==> config.mk <==
export PLATFORM = sky130hd
export DESIGN_NAME = uart_tx_sequencer
export DESIGN_NICKNAME = d
export VERILOG_FILES = /design/src/rtl/uart_tx_sequencer.sv
export SDC_FILE = /design/constraint.sdc
export NUM_CORES = 1
export LEC_CHECK = 0
export ABC_AREA = 1
export CAP_MARGIN = 20
export CORE_ASPECT_RATIO = 1.25
export CORE_MARGIN = 2
export CORE_UTILIZATION = 46
export CTS_CLUSTER_DIAMETER = 40
export DETAILED_ROUTE_END_ITERATION = 10
export PLACE_DENSITY = 0.79
export RECOVER_POWER = 100
export SETUP_SLACK_MARGIN = 0.15
export SLEW_MARGIN = 20
export SYNTH_ARGS = -nofsm -noshare
export SYNTH_HDL_FRONTEND = slang
export SYNTH_SLANG_ARGS = --single-unit
==> constraint.sdc <==
create_clock -name clk -period 1.6 [get_ports clk]
set_input_delay 0.24 -clock clk [delete_from_list [all_inputs] [get_ports clk]]
set_output_delay 0.24 -clock clk [all_outputs]
set_load 0.01 [all_outputs]
==> src/rtl/uart_tx_sequencer.sv <==
// ============================================================================
// uart_tx_sequencer: feeds valid/ready words into a UART transmitter, LSB byte first
// Rev 1.0 | optional trailing XOR checksum byte enabled by UART_TX_SEQ_CHECKSUM_EN
// ============================================================================
`default_nettype none

module uart_tx_sequencer #(
  parameter int DATA_WIDTH     = 8,
  parameter int NUM_BYTES      = 2,
  parameter int ACCEPT_TIMEOUT = 16
) (
  input  logic                            clk,
  input  logic                            reset,
  input  logic                            in_valid,
  output logic                            in_ready,
  input  logic [DATA_WIDTH*NUM_BYTES-1:0] in_data,
  output logic                            tx_data_valid,
  output logic [DATA_WIDTH-1:0]           tx_parallel_data,
  input  logic                            tx_busy,
  output logic                            frame_done,
  output logic                            timeout_error
);

  localparam int WORD_W = DATA_WIDTH * NUM_BYTES;
  localparam int CNT_W  = $clog2(NUM_BYTES + 1);
  localparam int TMR_W  = $clog2(ACCEPT_TIMEOUT);

  typedef enum logic [1:0] {
    IDLE        = 2'd0,
    SEND        = 2'd1,
    WAIT_ACCEPT = 2'd2,
    WAIT_DONE   = 2'd3
  } state_t;

  state_t                  state_q, state_d;
  logic [WORD_W-1:0]       shift_q, shift_d;
  logic [CNT_W-1:0]        cnt_q, cnt_d;
  logic [TMR_W-1:0]        timer_q, timer_d;
  logic [DATA_WIDTH-1:0]   data_q, data_d;
  logic                    ready_q, ready_d;
  logic                    valid_q, valid_d;
  logic                    done_q, done_d;
  logic                    tmo_q, tmo_d;
`ifdef UART_TX_SEQ_CHECKSUM_EN
  logic [DATA_WIDTH-1:0]   xor_q, xor_d;
  logic                    chk_q, chk_d;
`endif

  always_ff @(posedge clk) begin
    if (reset) begin
      state_q <= IDLE;
      shift_q <= '0;
      cnt_q   <= '0;
      timer_q <= '0;
      data_q  <= '0;
      ready_q <= 1'b0;
      valid_q <= 1'b0;
      done_q  <= 1'b0;
      tmo_q   <= 1'b0;
`ifdef UART_TX_SEQ_CHECKSUM_EN
      xor_q   <= '0;
      chk_q   <= 1'b0;
`endif
    end else begin
      state_q <= state_d;
      shift_q <= shift_d;
      cnt_q   <= cnt_d;
      timer_q <= timer_d;
      data_q  <= data_d;
      ready_q <= ready_d;
      valid_q <= valid_d;
      done_q  <= done_d;
      tmo_q   <= tmo_d;
`ifdef UART_TX_SEQ_CHECKSUM_EN
      xor_q   <= xor_d;
      chk_q   <= chk_d;
`endif
    end
  end

  always_comb begin
    state_d = state_q;
    shift_d = shift_q;
    cnt_d   = cnt_q;
    timer_d = timer_q;
    data_d  = data_q;
    valid_d = 1'b0;
    done_d  = 1'b0;
    tmo_d   = 1'b0;
`ifdef UART_TX_SEQ_CHECKSUM_EN
    xor_d   = xor_q;
    chk_d   = chk_q;
`endif

    case (state_q)
      IDLE: begin
        if (in_valid && ready_q) begin
          shift_d = in_data;
          cnt_d   = CNT_W'(NUM_BYTES);
          state_d = SEND;
`ifdef UART_TX_SEQ_CHECKSUM_EN
          xor_d   = '0;
          chk_d   = 1'b0;
`endif
        end
      end
      SEND: begin
        timer_d = '0;
        state_d = WAIT_ACCEPT;
`ifdef UART_TX_SEQ_CHECKSUM_EN
        if (!chk_q) begin
          xor_d = xor_q ^ data_q;
        end
`endif
      end
      WAIT_ACCEPT: begin
        if (tx_busy) begin
          state_d = WAIT_DONE;
        end else if (timer_q == TMR_W'(ACCEPT_TIMEOUT - 1)) begin
          tmo_d   = 1'b1;
          state_d = IDLE;
        end else begin
          timer_d = timer_q + TMR_W'(1);
        end
      end
      WAIT_DONE: begin
        if (!tx_busy) begin
`ifdef UART_TX_SEQ_CHECKSUM_EN
          if (chk_q) begin
            done_d  = 1'b1;
            state_d = IDLE;
          end else begin
            cnt_d = cnt_q - CNT_W'(1);
            if (cnt_d == '0) begin
              chk_d   = 1'b1;
              state_d = SEND;
            end else begin
              shift_d = shift_q >> DATA_WIDTH;
              state_d = SEND;
            end
          end
`else
          cnt_d = cnt_q - CNT_W'(1);
          if (cnt_d == '0) begin
            done_d  = 1'b1;
            state_d = IDLE;
          end else begin
            shift_d = shift_q >> DATA_WIDTH;
            state_d = SEND;
          end
`endif
        end
      end
      default: state_d = IDLE;
    endcase

    // Outputs are registered, so the byte and strobe are loaded on the edge entering SEND.
    if (state_d == SEND) begin
      valid_d = 1'b1;
`ifdef UART_TX_SEQ_CHECKSUM_EN
      data_d  = chk_d ? xor_d : shift_d[DATA_WIDTH-1:0];
`else
      data_d  = shift_d[DATA_WIDTH-1:0];
`endif
    end
  end

  // Ready only after a full IDLE cycle, so a word is never taken in the frame_done cycle.
  assign ready_d = (state_q == IDLE) && (state_d == IDLE);

  assign in_ready         = ready_q;
  assign tx_data_valid    = valid_q;
  assign tx_parallel_data = data_q;
  assign frame_done       = done_q;
  assign timeout_error    = tmo_q;

endmodule

`default_nettype wire

==> reports/results.ini, run 1 <==
[floorplan]
core_area_sq_um = 3453
start_util_pct = 47.93
die_w_um = 57.66
row_count = 24
ioPinCount = 32
die_h_um = 71.07
dieArea_sq_um = 4098

[logic_synthesis]
avgSynthCellArea_sq_um = 7.292
yosys.area_share.simple_pct = 32.50
synth_area_leaders = dfxtp_1 (44%), nand2_1 (13%), nand3_1 (8.8%), nor2_1 (5.4%), inv_1 (5.2%)
syn-num-nets = 253
synth_most_common_cell = nand2_1
synth-seq-cells = 36
yosys.area.top_type_share_pct = 43.54
synth_common_cells = nand2_1 (57), dfxtp_1 (36), nand3_1 (29), nor2_1 (24), inv_1 (23)
synth_ff_type = dfxtp_1
synth_compound_area_share_pct = 10.81
syn_inst = 227
synthAdderAreaFrac_pct = 4.535
synth_top_area_cell = dfxtp_1
synth_xor_area_share_pct = 0
synth_top_family_by_area = simple AND/OR/NAND/NOR gates
ys_async_sr_fraction_pct = 0
synth_seq_area_share_pct = 43.54
synth_area_sq_um = 1655
yosys_warnings = 0
synth_edf_count = 0
yosysUniqueCellTypes = 25
synth.area.mux_share_pct = 0

[detailed_routing]
wl_per_cell_um = 14.57
wl_met3_um = 201
drt_first_pass_iters = 4
ant_nets = 0
dr.first_iter.drc_count = 60
wl_met2_um = 2496
wl_um = 4763
viasPerCell = 5.349
highest_layer = met4
drc_errors = 0
wl_met1_um = 1915
vias = 1749

[sta]
tightestPinTransition_ns = 0.5930
holdWs_ns = 0.3527
min_period_ns = 1.539
slew_violations = 0
period_share_pct = 96.21
setup_viol = 0
rsz0062_at_grt = yes
hold_viol = 0
slew_headroom_pct = 60.46
setup_slack_ns = 0.06057
fmax_mhz = 649.6
fin_skew_ns = 0.002125

[grt]
grt_max_degree = 25
grt_pass1_vias = 1612
antenna_found_initial = 0
gr-total-overflow = 0
grt_pass1_wl_um = 6782
grt_util_all_layers_pct = 21.29

[pwr]
vdd_drop_max_mv = 1.216
p_leak_uw = 0.001077
p_per_area_nw_per_um2 = 1457

[flow_run]
cap_violations = 0

[critical_path]
worst_setup_path_start_kind = flip-flop
crit_type = reg2reg
arrival_ns = 1.70
crit_required_ns = 1.76
cp-end-kind = flip-flop
path_max_fanout = 8
reg2reg_depth = 8

[placed_design]
dp_slack_ns = -0.1430
routabilityCongestion = 0.8238
dp.cells = 303
port_buffers = 31
dp_hpwl_um = 2453

[hold_path]
hold_class = in2reg
whs_path_depth = 2

[clocking]
cts_tree = done
clkTransAtPathRegs_ns = 0.07
htreeDepth = 2
cts_sinks = 36
clock_path_buffers = 2
clock_latency_ns = 0.30
numCtsBuffers = 5
cts-root-buf = clkbuf_8

[final_layout]
area_delta_synth_final_pct = 54.88
fin_nets = 313
drive_gt1_share_pct = 34.72
final_cells = 327
n_antenna_cell = 0

[run_status]
status = complete, no violations

placed cells by master (no fill, tap or decap), types with 2 or more instances in the layout:
| cell | instances |
|---|---|
| nand2_1 | 39 |
| dfxtp_1 | 31 |
| buf_4 | 24 |
| nor2_1 | 23 |
| nand3_1 | 18 |
| clkdlybuf4s50_1 | 18 |
| nand2_2 | 17 |
| inv_1 | 17 |
| nand3_2 | 12 |
| dlygate4sd3_1 | 9 |
| a31oi_1 | 8 |
| a21oi_1 | 7 |
| a21oi_2 | 7 |
| nor3_1 | 6 |
| inv_4 | 5 |
| ha_4 | 5 |
| clkbuf_8 | 5 |
| nand2_4 | 4 |
| nand3_4 | 3 |
| dfxtp_2 | 3 |
| clkdlybuf4s25_1 | 3 |
| inv_6 | 2 |
| o21ai_2 | 2 |
| a211oi_1 | 2 |
| dfxtp_4 | 2 |
worst paths after layout:
check                           slack [ns]                     start                  endpoint
worst max-delay path                  0.06     state_q[0]$_SDFF_PP0_   shift_q[8]$_SDFFE_PP0P_
worst min-delay path                  0.35                   tx_busy     frame_done$_SDFF_PP0_
worst max register to register        0.06     state_q[0]$_SDFF_PP0_   shift_q[8]$_SDFFE_PP0P_
worst min register to register        0.47  shift_q[13]$_SDFFE_PP0P_  shift_q[13]$_SDFFE_PP0P_
metrics by stage:
step | area, sq um | util [%] | power [uW] | TNS, ns
2_1_floorplan | 1684 | - | 2041 | 0
3_3_place_gp | 2082 | 60.29 | 2416 | -1.445
3_5_place_dp | 2082 | 60.29 | 2443 | -1.500
4_1_cts | 2331 | 67.50 | 3427 | 0
5_1_grt | 2564 | 74.24 | 3964 | -0.005896
6_report | 2564 | 74.24 | 3734 | 0
cell families (layout without fill, tap and decap cells):
| family | after synthesis | after routing |
|---|---|---|
| and+or+nand+nor | 123 | 125 |
| buffers and inverters | 32 | 91 |
| DFF | 36 | 36 |
| adders and majority gates | 6 | 6 |
| AOI/OAI and AO/OA | 30 | 30 |
area by class of cell:
type,count,area [sq um]
multi-input cells,161,1047
fillers,260,889.6
flip-flops and latches,36,732.0
repair buffers,57,509.2
inverters,25,116.4
clock buffers,7,97.59
well taps,39,48.80
repair inverters,1,7.507
clock inverters,1,5.005
what timing repair did:
item | in CTS | in global routing
setup buffers | 7 | 6
gates cloned | 3 | 0
pin swaps | 9 | 26
gates resized for setup | 21 | 62
hold buffers | 0 | 0
endpoints found under the setup margin | 22 | 36
layer usage:
metal	up-vias	track usage (%)
li1	863	-
met1	814	25.06
met2	56	35.23
met3	16	6.033
met4	0	10.08
met5	-	0
power breakdown:
group	leakage, uW	switching (uW)	internal (uW)	total [uW]
combinational	0.000728	1040	791	1830
clock	0.0000534	335	399	734
sequential	0.000296	105	1070	1170
total	0.00108	1480	2260	3730
critical path: stages, from the launching register on:
cell and delay (ns):
dfxtp_4 0.39, inv_4 0.06, ha_4 0.27, inv_4 0.03, nand4_1 0.07, buf_6 0.13
clkinvlp_4 0.22, nand3_2 0.16, a21oi_2 0.06
state kept, by name (all words and copies together), names as in the netlist:
| name | flops |
|---|---|
| in_ready | 1 |
| tx_parallel_data | 8 |
| shift_q | 16 |
| tx_data_valid | 1 |
| cnt_q | 2 |
| timer_q | 4 |
| timeout_error | 1 |
| state_q | 2 |
| frame_done | 1 |
Note: power is estimated with default switching activity, not from simulation.
==> run 2: changes to the inputs <==
--- a/config.mk
+++ b/config.mk
@@ -8,10 +8,10 @@
 export ABC_AREA = 1
 export CAP_MARGIN = 20
 export CORE_ASPECT_RATIO = 1.25
-export CORE_MARGIN = 2
 export CORE_UTILIZATION = 46
 export CTS_CLUSTER_DIAMETER = 40
 export DETAILED_ROUTE_END_ITERATION = 10
+export GPL_ROUTABILITY_DRIVEN = 1
 export PLACE_DENSITY = 0.79
 export RECOVER_POWER = 100
 export SETUP_SLACK_MARGIN = 0.15
==> reports/results.ini, run 2 (synthesis gave the netlist of run 1 again) <==
[grt]
grt_pass1_wl_um = 6417
gr-total-overflow = 0
grt_util_all_layers_pct = 21.06
grt_pass1_vias = 1496
antenna_found_initial = 0
grt_max_degree = 14

[critical_path]
crit_buf_inv = 3
slowest_delay_ns = 0.60
path_delay_family = buffers and inverters
worst_setup_path_start_kind = input pin
r2r_start = state_q[1]$_SDFF_PP0_
reg2reg_slack_ns = 0.10
arrival_ns = 1.73
worst_path_max_delay_cell = clkdlybuf4s50_1
path_cells = clkdlybuf4s50_1, nor2_1, nand2_1, nand3_2, nand2_2, nand2_4, buf_4, inv_1, nand3_1, nor3_2
cp-end-kind = flip-flop
path_max_fanout = 6
r2r_end = cnt_q[0]$_SDFFE_PP0P_
crit_required_ns = 1.82
crit_type = in2reg
reg2reg_depth = 9

[final_layout]
drive_gt1_share_pct = 24.56
fillers = 282
final_common_cell = nand2_1
largest_reg_flops = 16
n_antenna_cell = 0
final_cells = 324
multiInputGateArea_sq_um = 933.4
final_cell_mix = nand2_1 (54), dfxtp_1 (31), nand3_1 (28), nor2_1 (24), buf_4 (22)
fin_nets = 310
area_delta_synth_final_pct = 45.73
regMostFlops = shift_q
seq_area_sq_um = 732.0

[hold_path]
hold_end = shift_q[9]$_SDFFE_PP0P_
hp-start = shift_q[9]$_SDFFE_PP0P_
whs_path_depth = 2
hold_class = reg2reg

[flow_run]
cap_violations = 0

[detailed_routing]
wl_met3_um = 146
drt_first_pass_iters = 4
drc_errors = 0
wl_met2_um = 1958
ant_nets = 0
dr.first_iter.drc_count = 45
vias = 1680
wl_per_cell_um = 12.35
wl_met1_um = 1822
wl_um = 4000
highest_layer = met4
viasPerCell = 5.185

[pwr]
vdd_drop_max_mv = 1.107
p_leak_uw = 0.001035
p_per_area_nw_per_um2 = 1471
power.total_uw = 3549

[sta]
rsz0062_at_grt = yes
slew_violations = 0
fmax_mhz = 662.5
setup_viol = 0
holdWs_ns = 0.4669
period_share_pct = 94.34
hold_viol = 0
min_period_ns = 1.509
setup-tns-final_ns = 0
fin_skew_ns = 0.006361
slew_headroom_pct = 71.68
tightestPinTransition_ns = 0.4203

[clocking]
clock_path_buffers = 2
htreeDepth = 2
clkTransAtPathRegs_ns = 0.07
cts_tree = done
cts_sinks = 36
clock_latency_ns = 0.29
cts-root-buf = clkbuf_8
numCtsBuffers = 5

[placed_design]
dp.cells = 306
dp_hpwl_um = 2496
port_buffers = 31
routabilityCongestion = 0.8477

[floorplan]
core_area_sq_um = 3453
ioPinCount = 32
die_h_um = 69.07
dieArea_sq_um = 3844
die_w_um = 55.66
start_util_pct = 47.93
row_count = 24

[run_status]
status = complete, no violations

==> run 2: worst max-delay path by stage <==
stage                                from                                to  slack (ns)  depth (start not counted)
finish                            tx_busy               in_ready$_SDFF_PP0_        0.09                         10
detailed placement                tx_busy  tx_parallel_data[3]$_SDFFE_PP0N_       -0.16                          8
CTS                 state_q[0]$_SDFF_PP0_          shift_q[12]$_SDFFE_PP0P_        0.12                          8
global placement                  tx_busy  tx_parallel_data[3]$_SDFFE_PP0N_       -0.15                          8
floorplan           state_q[0]$_SDFF_PP0_  tx_parallel_data[5]$_SDFFE_PP0N_        0.15                         12
global route        cnt_q[1]$_SDFFE_PP0P_  tx_parallel_data[6]$_SDFFE_PP0N_       0.004                         11
==> run 2: stage by stage <==
stage / utilization [%] / area [sq um] / setup slack, ns
global placement: 60.94 / 2105 / -0.1517
global route: 69.86 / 2412 / 0.004240
CTS: 66.12 / 2283 / 0.1209
finish: 69.86 / 2412 / 0.09052
detailed placement: 60.94 / 2105 / -0.1592
floorplan: - / 1684 / 0.1523
==> run 2: tightest hold or removal path: stages (launching register included) <==
cell and delay [ns]:
dfxtp_1 0.31, nand2_1 0.06, a21oi_1 0.05
==> run 2: routing by layer <==
layer	vias up	track usage [%]
met1	766	25.95
met5	-	0
met3	10	5.066
met4	0	8.333
li1	861	-
met2	43	35.07
==> run 2: final cells by class <==
cell class,instances,share of cell area (%)
clock buffers,7,4.046
clock inverters,1,0.2075
well taps,39,2.023
flip-flops and latches,36,30.34
repair buffers,55,20.33
inverters,25,4.357
multi-input cells,161,38.69
==> run 2: what timing repair did <==
action,in CTS,in global routing
setup buffers,4,4
setup endpoints to repair,27,33
resized for setup,12,31
cloned,1,1
hold buffers,0,0
pin swaps,0,8
endpoints found under the hold margin,0,0
==> run 2: where the power goes <==
| group | leakage (uW) | switching, uW | internal [uW] |
|---|---|---|---|
| sequential | 0.000296 | 94.1 | 1070 |
| combinational | 0.000686 | 916 | 749 |
| clock | 0.0000534 | 324 | 399 |
